===== src/rtl/core_pkg.sv =====
// Shared definitions for the pipelined RISC-V core.
package core_pkg;

   localparam int XLEN = 32;

   // Canonical NOP: addi x0, x0, 0
   localparam logic [XLEN-1:0] NOP_INSTR = 32'h0000_0013;

   typedef enum logic [1:0] {
      IDLE,   // out of reset, no request yet
      FETCH,  // request outstanding at req_addr
      HOLD,   // instruction parked in the buffer, waiting for the pipeline
      DROP    // finishing a request that a redirect made stale
   } fetch_state_t;

endpackage


===== src/rtl/if_fetch_unit.sv =====
// Instruction-fetch stage: owns the PC, runs the imem request/ready
// handshake and hands one instruction per cycle to the IF/ID register.
// A one-entry buffer parks a response that lands while the pipeline stalls.
module if_fetch_unit
   import core_pkg::*;
#(
   parameter logic [XLEN-1:0] RESET_PC = 32'h0000_0000
)
(
   input  logic            clk,
   input  logic            reset,
   input  logic            pc_write,
   input  logic            redirect_valid,
   input  logic [XLEN-1:0] redirect_pc,
   output logic            imem_req,
   output logic [XLEN-1:0] imem_addr,
   input  logic            imem_ready,
   input  logic [XLEN-1:0] imem_rdata,
   output logic            instr_valid,
   output logic [XLEN-1:0] instr_out,
   output logic [XLEN-1:0] pc_out,
   output logic            fetch_busy
);

   fetch_state_t    state_reg, state_next;
   logic [XLEN-1:0] pc_reg, pc_next;
   logic [XLEN-1:0] req_addr_reg, req_addr_next;
   logic            buf_valid_reg, buf_valid_next;
   logic [XLEN-1:0] buf_instr_reg, buf_instr_next;

   logic [XLEN-1:0] redirect_target;
   logic [XLEN-1:0] pc_plus4;
   logic            fetch_hit;
   logic            valid_int;
   logic            accept;

   // Low target bits are masked rather than sliced so the whole port is used.
   assign redirect_target = redirect_pc & ~XLEN'(3);
   assign pc_plus4        = pc_reg + XLEN'(4);
   assign fetch_hit       = (state_reg == FETCH) && imem_ready;
   // A redirect squashes whatever is being presented this cycle.
   assign valid_int       = (buf_valid_reg || fetch_hit) && !redirect_valid;
   assign accept          = valid_int && pc_write;

   // Outputs: request side depends on registers only; data side may
   // pass imem_rdata straight through for zero-wait memories.
   always_comb begin
      imem_req    = (state_reg == FETCH) || (state_reg == DROP);
      imem_addr   = req_addr_reg;
      instr_valid = valid_int;
      instr_out   = NOP_INSTR;
      if (valid_int) begin
         instr_out = buf_valid_reg ? buf_instr_reg : imem_rdata;
      end
      pc_out      = pc_reg;
      fetch_busy  = !valid_int;
   end

   // Next-state logic: redirect, then accept, then per-state behaviour.
   always_comb begin
      state_next     = state_reg;
      pc_next        = pc_reg;
      req_addr_next  = req_addr_reg;
      buf_valid_next = buf_valid_reg;
      buf_instr_next = buf_instr_reg;

      if (redirect_valid) begin
         pc_next        = redirect_target;
         buf_valid_next = 1'b0;
         if (((state_reg == FETCH) || (state_reg == DROP)) && !imem_ready) begin
            // Request in flight must stay put; finish it and throw it away.
            state_next = DROP;
         end else begin
            state_next    = FETCH;
            req_addr_next = redirect_target;
         end
      end else if (accept) begin
         pc_next        = pc_plus4;
         req_addr_next  = pc_plus4;
         buf_valid_next = 1'b0;
         state_next     = FETCH;
      end else begin
         unique case (state_reg)
            IDLE: state_next = FETCH;
            FETCH: begin
               // Response arrived while stalled: park it.
               if (imem_ready) begin
                  buf_instr_next = imem_rdata;
                  buf_valid_next = 1'b1;
                  state_next     = HOLD;
               end
            end
            HOLD: state_next = HOLD;
            DROP: begin
               // Stale data discarded; restart at the redirect target.
               if (imem_ready) begin
                  req_addr_next = pc_reg;
                  state_next    = FETCH;
               end
            end
            default: state_next = IDLE;
         endcase
      end
   end

   // State and datapath registers; reset abandons any outstanding request.
   always_ff @(posedge clk or posedge reset) begin
      if (reset) begin
         state_reg     <= IDLE;
         pc_reg        <= RESET_PC;
         req_addr_reg  <= RESET_PC;
         buf_valid_reg <= 1'b0;
         buf_instr_reg <= NOP_INSTR;
      end else begin
         state_reg     <= state_next;
         pc_reg        <= pc_next;
         req_addr_reg  <= req_addr_next;
         buf_valid_reg <= buf_valid_next;
         buf_instr_reg <= buf_instr_next;
      end
   end

endmodule


===== config.mk =====
export PLATFORM = sky130hd
export DESIGN_NAME = if_fetch_unit
export DESIGN_NICKNAME = d
export VERILOG_FILES = /design/src/rtl/core_pkg.sv /design/src/rtl/if_fetch_unit.sv
export SDC_FILE = /design/constraint.sdc
export NUM_CORES = 1
export LEC_CHECK = 0
export BUFFER_PORTS_ARGS = -buffer_cell sky130_fd_sc_hd__buf_2
export CORE_AREA = 2 2 117 85
export CTS_CLUSTER_SIZE = 28
export DETAILED_ROUTE_END_ITERATION = 12
export DIE_AREA = 0 0 119 87
export HOLD_SLACK_MARGIN = 0.03
export PLACE_DENSITY = 0.85
export SLEW_MARGIN = 15
export SYNTH_ARGS = -nofsm -noshare
export SYNTH_HDL_FRONTEND = slang
export SYNTH_SLANG_ARGS = --single-unit

===== constraint.sdc =====
create_clock -name clk -period 5.7 [get_ports clk]
set_clock_uncertainty 0.05 [all_clocks]
set_input_delay 0.855 -clock clk [delete_from_list [all_inputs] [get_ports clk]]
set_output_delay 0.855 -clock clk [all_outputs]
set_load 0.03 [all_outputs]

# After elaboration in Yosys (flattened, before gate mapping)
# Index checks and enable logic that the tools add are counted.
# word_totals
register_bits,99
input_bits,69
word_cells,51
# op_classes
n_addsub,1
n_eq_ne,6
muxes,19
n_bitwise,2
reduce_logical,18
# op_table
op,count
32-bit two-way mux,9
32-bit by 3-bit adder with 32-bit output (second input constant),1
2-bit two-way mux,5
3-bit nonzero test,3
4-bit inequality test (second input constant),2
2-bit case mux with 4 select lines,1
2-bit equality test (second input constant),2
1-bit logical AND,4
1-bit two-way mux,4
2-bit AND reduction,2
4-bit AND reduction,1
1-bit logical NOT,3
3-bit AND reduction,1
2-bit by 1-bit equality test with 1-bit output (second input constant),1
2-bit logical NOT,1
1-bit logical OR,2
2-bit inequality test (second input constant),1
1-bit NOT,2
2-bit nonzero test,1

# Longest topological paths before layout
# Gate-level depths: netlist of run 1.
# logic_depth
word_depth,7
ltp_mapped,9
depth_no_buf,7

# Worst setup path before layout of run 1
# No wires, ideal clock.
# synth_timing
path_kind,in2out
start,in imem_ready
end,out instr_out[23]
arrival_ns,2.494
slack_ns,2.301
path_stages,6
path_buffers,3
path_cell_list,a21oi_1 -> clkbuf_1 -> or2_2 -> clkbuf_1 -> buf_1 -> nor2_1
# synth_between
elab_chain_len,4
# synth_rtl
element,line,text
start: declaration,if_fetch_unit.sv:17,"input logic imem_ready,"
1-bit logical AND,if_fetch_unit.sv:40,assign fetch_hit = (state_reg == FETCH) && imem_ready;
1-bit logical OR,if_fetch_unit.sv:42,assign valid_int = (buf_valid_reg || fetch_hit) && !redirect_valid;
1-bit logical AND,if_fetch_unit.sv:42,
32-bit two-way mux,if_fetch_unit.sv:52,if (valid_int) begin
end: declaration,if_fetch_unit.sv:20,"output logic [XLEN-1:0] instr_out,"
# No other way between the ends.

# Worst setup path after layout of run 1
# layout_timing
start,reg buf_valid_reg
end,out instr_out[1]
# layout_between
elab_chain_len,3
# layout_rtl
element,line,text
start: declaration,if_fetch_unit.sv:28,"logic buf_valid_reg, buf_valid_next;"
start signal: assignment,if_fetch_unit.sv:118,buf_valid_reg <= buf_valid_next;
1-bit logical OR,if_fetch_unit.sv:42,
1-bit logical AND,if_fetch_unit.sv:42,
32-bit two-way mux *,if_fetch_unit.sv:52,
# Mark *: on every way between the ends. The rest lies on a longest branch, timed or not.

==> run metrics, run 1 <==
initial antenna violation count=0; Synth Flop Type=dfrtp_1; # IOs=168; leak pwr=2.84 nW; Setup Buffers After CTS=0; Initial DRC Count=373; Hold Vio Cnt, Final=0; GRT overflow=0; status=complete, no violations; Final GP Congestion=0.877; Hold WC Path Type=reg2reg; fin nets=677; most common cell after layout, fill and taps aside=buf_2; die area=10400 um2; Die H=87 um; clk slew on worst S/H paths=0.06 ns; Worst-Skew Late Latency=0.34 ns; FILL cells=757; final WL=13200 um; CTS Buf Count=9; Yosys top cell by area=dfrtp_1; CTS max path bufs=2; share of layout cells above drive strength 1=0.395; HPWL after detailed placement=9510 um; dpl ws=1.84 ns; critical-path cell list=a21oi_1 -> or2_2 -> inv_1 -> nand2_1 -> buf_2; VDD IR max=0.319 mV; Bufs and invs on worst path=2; Setup violations, final=0; top cell type's share of synthesized area=0.470; Mapped Cells=455; Area growth syn-to-layout=24.9%; n_diodes=0; Post-synth EDFFs=0; actual slew at the worst max-slew pin=1.07 ns; FFs w/ async S/R, synth=1.00; Setup crit end kind=primary output; area of the mapped netlist=4960 um2; Critical Path RT=4.80 ns; fin worst setup slack=1.52 ns; core area=9350 um2; global-route wire length before repair=20900 um; Post-DRT Antenna Nets=0; CTS root buffer=clkbuf_16; DR vias/cell=5.75; post_cts resized=0; CTS sink cnt=96; Top Family by Delay on Critical Path=compound AO/OA/AOI/OAI gates; relative slew slack=0.285; Synth Warn #=0; GRT Total Usage=0.256; largest net degree at the start of global routing=52; synth unique cells=50; routed vias=4243; Pre-Repair DR Iteration Count=5; Data arrival, critical path=3.27 ns; Sum Neg Setup Slack=0 ns; Max Fclk=239 MHz; htree depth=3; vias in the first global route=4133; DR WL/cell=17.8 um; Setup crit start kind=register; CP max stage cell=a21oi_1; Mapped Avg Cell Area=10.9 um2; num rows=30; pwr dens=466 nW/um2; crit path kind=reg2out; CTS tree=built; Max Cap Viol=0; pins over their slew limit=0; Die Width=119 um; slowest cell delay on critical path=0.98 ns; Final Critical Period=4.18 ns; PortBufs=163; Tcrit/Tclk final=0.733; cts hold-fix bufs=0; #FFs+latches synth=96; post-synthesis sequential area ratio=0.485; Remaining DRCs=0; RSZ-0062 raised after global routing=false; most frequent cells in the layout=buf_2 (163), dfrtp_1 (92), nor2_1 (53); CP max FO=34; top cells by area, synth=dfrtp_1 (47%), mux2_2 (9.8%), mux2i_1 (6.9%), mux2_1 (4.1%), nor2_1 (4.0%); Initial Util=0.530; number of flip-flops in the largest register=32
[layout make-up]
class                           count  area [um2]  area share
Clock buffer                       10         229      0.0370
Clock inverter                      6         108      0.0174
Inverter                           10        40.0     0.00647
Multi-Input combinational cell    320        2390       0.386
Sequential cell                    96        2410       0.389
Tap cell                          128         160      0.0259
Timing Repair Buffer              168         853       0.138
[worst register-to-register path: stages, from the launching register on]
cell and delay [ns]:
dfrtp_2 1.00, a21oi_1 0.46, or3_1 0.56, nor4_1 0.58, xor2_1 0.17, a221o_1 0.35
[where the power goes]
part	leakage, nW	switching [mW]	internal (mW)
logic	1.53	0.690	0.405
clock network	0.162	0.254	0.427
registers	1.14	0.170	0.936
total	2.84	1.11	1.77
[routing by layer]
| layer | GRT usage | wire (um) | up-vias |
|---|---|---|---|
| li1 | - | - | 1942 |
| met1 | 0.355 | 5810 | 2069 |
| met2 | 0.393 | 6030 | 201 |
| met3 | 0.0654 | 1010 | 31 |
| met4 | 0.0898 | 317 | 0 |
| met5 | 0 | 0 | - |
[worst paths after layout]
check                             startpoint           endpoint  slack (ns)  depth (start not counted)
setup / recovery               buf_valid_reg       instr_out[1]        1.52                          5
hold / removal             buf_instr_reg[11]  buf_instr_reg[11]        0.44                          1
setup reg to reg               buf_valid_reg      imem_addr[17]        2.42                          5
hold reg to reg            buf_instr_reg[11]  buf_instr_reg[11]        0.44                          1
max in group asynchronous              reset      imem_addr[20]        4.01                          3
min in group asynchronous              reset  buf_instr_reg[24]        0.52                          2
[logic make-up (layout without fill, tap and decap cells)]
logic type	count (synthesis)	after routing	share of synthesized area
and+or+nand+nor	153	153	0.154
DFF	96	96	0.485
muxes	95	95	0.207
AOI/OAI and AO/OA	44	44	0.0707
buffers and inverters	40	194	0.0336
xor gates and xnor gates	23	23	0.0406
adders and majority gates	3	3	0.00757
other	1	2	0.000757
[Yosys cell counts (7+ instances only)]
master / instances
dfrtp_1: 93
mux2_2: 43
and3_1: 11
nor2_1: 53
inv_1: 9
mux2i_1: 34
clkbuf_1: 22
nor4_1: 10
o21ai_1: 7
nand2_1: 26
xor2_1: 8
nor3_1: 10
mux2_1: 18
xnor2_1: 15
a221o_1: 14
nand4_1: 17
nand3_1: 12
[metrics by stage]
step	std cells	power, mW	hold slack (ns)	util	area, um2
final	738	2.88	0.436	0.662	6190
after global routing	738	3.03	0.453	0.662	6190
after CTS	738	2.90	0.439	0.662	6190
after detailed placement	722	2.21	0.421	0.626	5850
after global placement	722	2.16	0.410	0.626	5850
after floorplan	456	1.87	0.408	-	4960
Power figures use the tool's default switching activity.
==> run 2: changes to the inputs <==
CORE_AREA = 2 2 121 88   (was 2 2 117 85)
DIE_AREA = 0 0 123 90   (was 0 0 119 87)
PLACE_DENSITY = 0.8   (was 0.85)
clock period = 4.1 ns   (was 5.7 ns; I/O delays follow)
==> run 2 against run 1 <==
First-iteration DRC count decreased by 25%. Non-clock buffer count increased by 3. Register-to-register slack got worse by 1.0 ns. Sequential share of layout area increased by 0.079 points. Sequential cell count unchanged. Critical path depth increased by 2. Sequential power increased by 37%. Worst hold slack got worse by 0.0030 ns. Critical path type unchanged. Largest cell class unchanged. Highest routed layer unchanged.
==> run metrics, run 2 (synthesized netlist as in run 1, its figures left out) <==
status=complete, no violations; Post-Layout Cell Count=745; Finished Core Util=0.617; die area=11100 um2; FILL cells=874; Post-DRT Antenna Nets=0; Max Cap Viol=0; reg-to-reg critical path startpoint=state_reg[1]; HPWL after detailed placement=9620 um; Setup Buffers After CTS=0; DR vias/cell=5.57; DP Cell Count=729; Die H=90 um; Pre-Repair DR Iteration Count=4; final WL=13100 um; relative slew slack=0.350; pins over their slew limit=0; Tot Pwr=3.90 mW; area of the multi-input gates=2390 um2; Critical Path RT=3.43 ns; leak pwr=2.83 nW; Setup crit start kind=register; Sum Neg Setup Slack=0 ns; fin nets=680; CTS Buf Count=9; Initial DRC Count=278; fin worst setup slack=1.02 ns; DR WL/cell=17.6 um; flop2flop setup slack=1.41 ns; Worst Hold End=buf_instr_reg[10]; Hold Vio Cnt, Final=0; # IOs=168; Initial Util=0.495; RSZ-0062 raised after global routing=false; initial antenna violation count=0; Die Width=123 um; VDD IR max=0.395 mV; CTS sink cnt=96; global-route wire length before repair=20800 um; Final Critical Period=3.08 ns; share of layout cells above drive strength 1=0.398; Setup violations, final=0; cts hold-fix bufs=0; most frequent cells in the layout=buf_2 (163), dfrtp_1 (92), nor2_1 (53); htree depth=3; CTS root buffer=clkbuf_16; Data arrival, critical path=2.41 ns; num rows=31; Final GP Congestion=0.879; crit path kind=reg2out; GRT Total Usage=0.242; largest net degree at the start of global routing=82; post_cts resized=0; actual slew at the worst max-slew pin=0.975 ns; Setup crit end kind=primary output; routed vias=4151; clk slew on worst S/H paths=0.07 ns; dpl ws=1.04 ns; PortBufs=163; Max Fclk=325 MHz; n_diodes=0; Hold WC Path Type=reg2reg; sequential cell area=2410 um2; most common cell after layout, fill and taps aside=buf_2; Area growth syn-to-layout=24.6%; vias in the first global route=4031; CTS max path bufs=2; CP max FO=32; worst min-delay path startpoint=buf_instr_reg[10]; Remaining DRCs=0; Worst R2R Path Depth=8; core area=10000 um2; Hold Path Depth=1; number of flip-flops in the largest register=32; GRT overflow=0; Tcrit/Tclk final=0.751; Worst-Skew Late Latency=0.34 ns; R2R Path End=imem_addr[17]; CTS tree=built; pwr dens=631 nW/um2
## run 2: cell count changes in the layout (fill, tap and decap cells not counted), sizes merged
| cell | before | now |
|---|---|---|
| buf | 168 | 171 |
| bufinv | 3 | 1 |
| clkinv | 2 | 1 |
| clkinvlp | 1 | 2 |
| inv | 10 | 12 |
## run 2: layer usage
| layer | vias to the layer above | global-route usage | share of wire |
|---|---|---|---|
| li1 | 1953 | - | - |
| met1 | 2033 | 0.352 | 0.46 |
| met2 | 146 | 0.366 | 0.46 |
| met3 | 19 | 0.0476 | 0.060 |
| met4 | 0 | 0.0758 | 0.018 |
| met5 | - | 0 | 0 |
## run 2: layout make-up
class                           instances  area share
Sequential cell                        96       0.390
Clock inverter                          6      0.0109
Clock buffer                           10      0.0371
Inverter                               10     0.00648
Timing Repair Buffer                  171       0.142
Multi-Input combinational cell        320       0.387
Tap cell                              132      0.0267
## run 2: critical path, cell delays in order, from the launching register on
cell and delay [ns]:
dfrtp_1 0.41, ha_1 0.24, a21oi_1 0.16, buf_4 0.21
or2_2 0.54, inv_1 0.21, nand2_1 0.10, buf_2 0.20
## run 2: worst max-delay path by stage
stage                    from                 to  slack, ns  cells past startpoint
5_1_grt          state_reg[0]       instr_out[0]       0.84                      7
6_report         state_reg[0]       instr_out[1]       1.02                      7
2_1_floorplan           reset  buf_instr_reg[10]       0.93                      1
3_5_place_dp   redirect_valid       instr_out[1]       1.04                      6
3_3_place_gp   redirect_valid       instr_out[1]       1.09                      6
4_1_cts          state_reg[0]       instr_out[1]       1.01                      7
## run 2: report_power, final
part / total (mW) / internal [mW] / switching [mW]
sequential: 1.52 / 1.30 / 0.216
clock: 0.840 / 0.476 / 0.364
combinational: 1.54 / 0.570 / 0.971
## run 2: through the flow
step | cell area [um2] | hold WS [ns]
6_report | 6180 | 0.433
5_1_grt | 6180 | 0.451
4_1_cts | 6180 | 0.437
3_5_place_dp | 5880 | 0.423
3_3_place_gp | 5880 | 0.405
2_1_floorplan | 4960 | 0.408
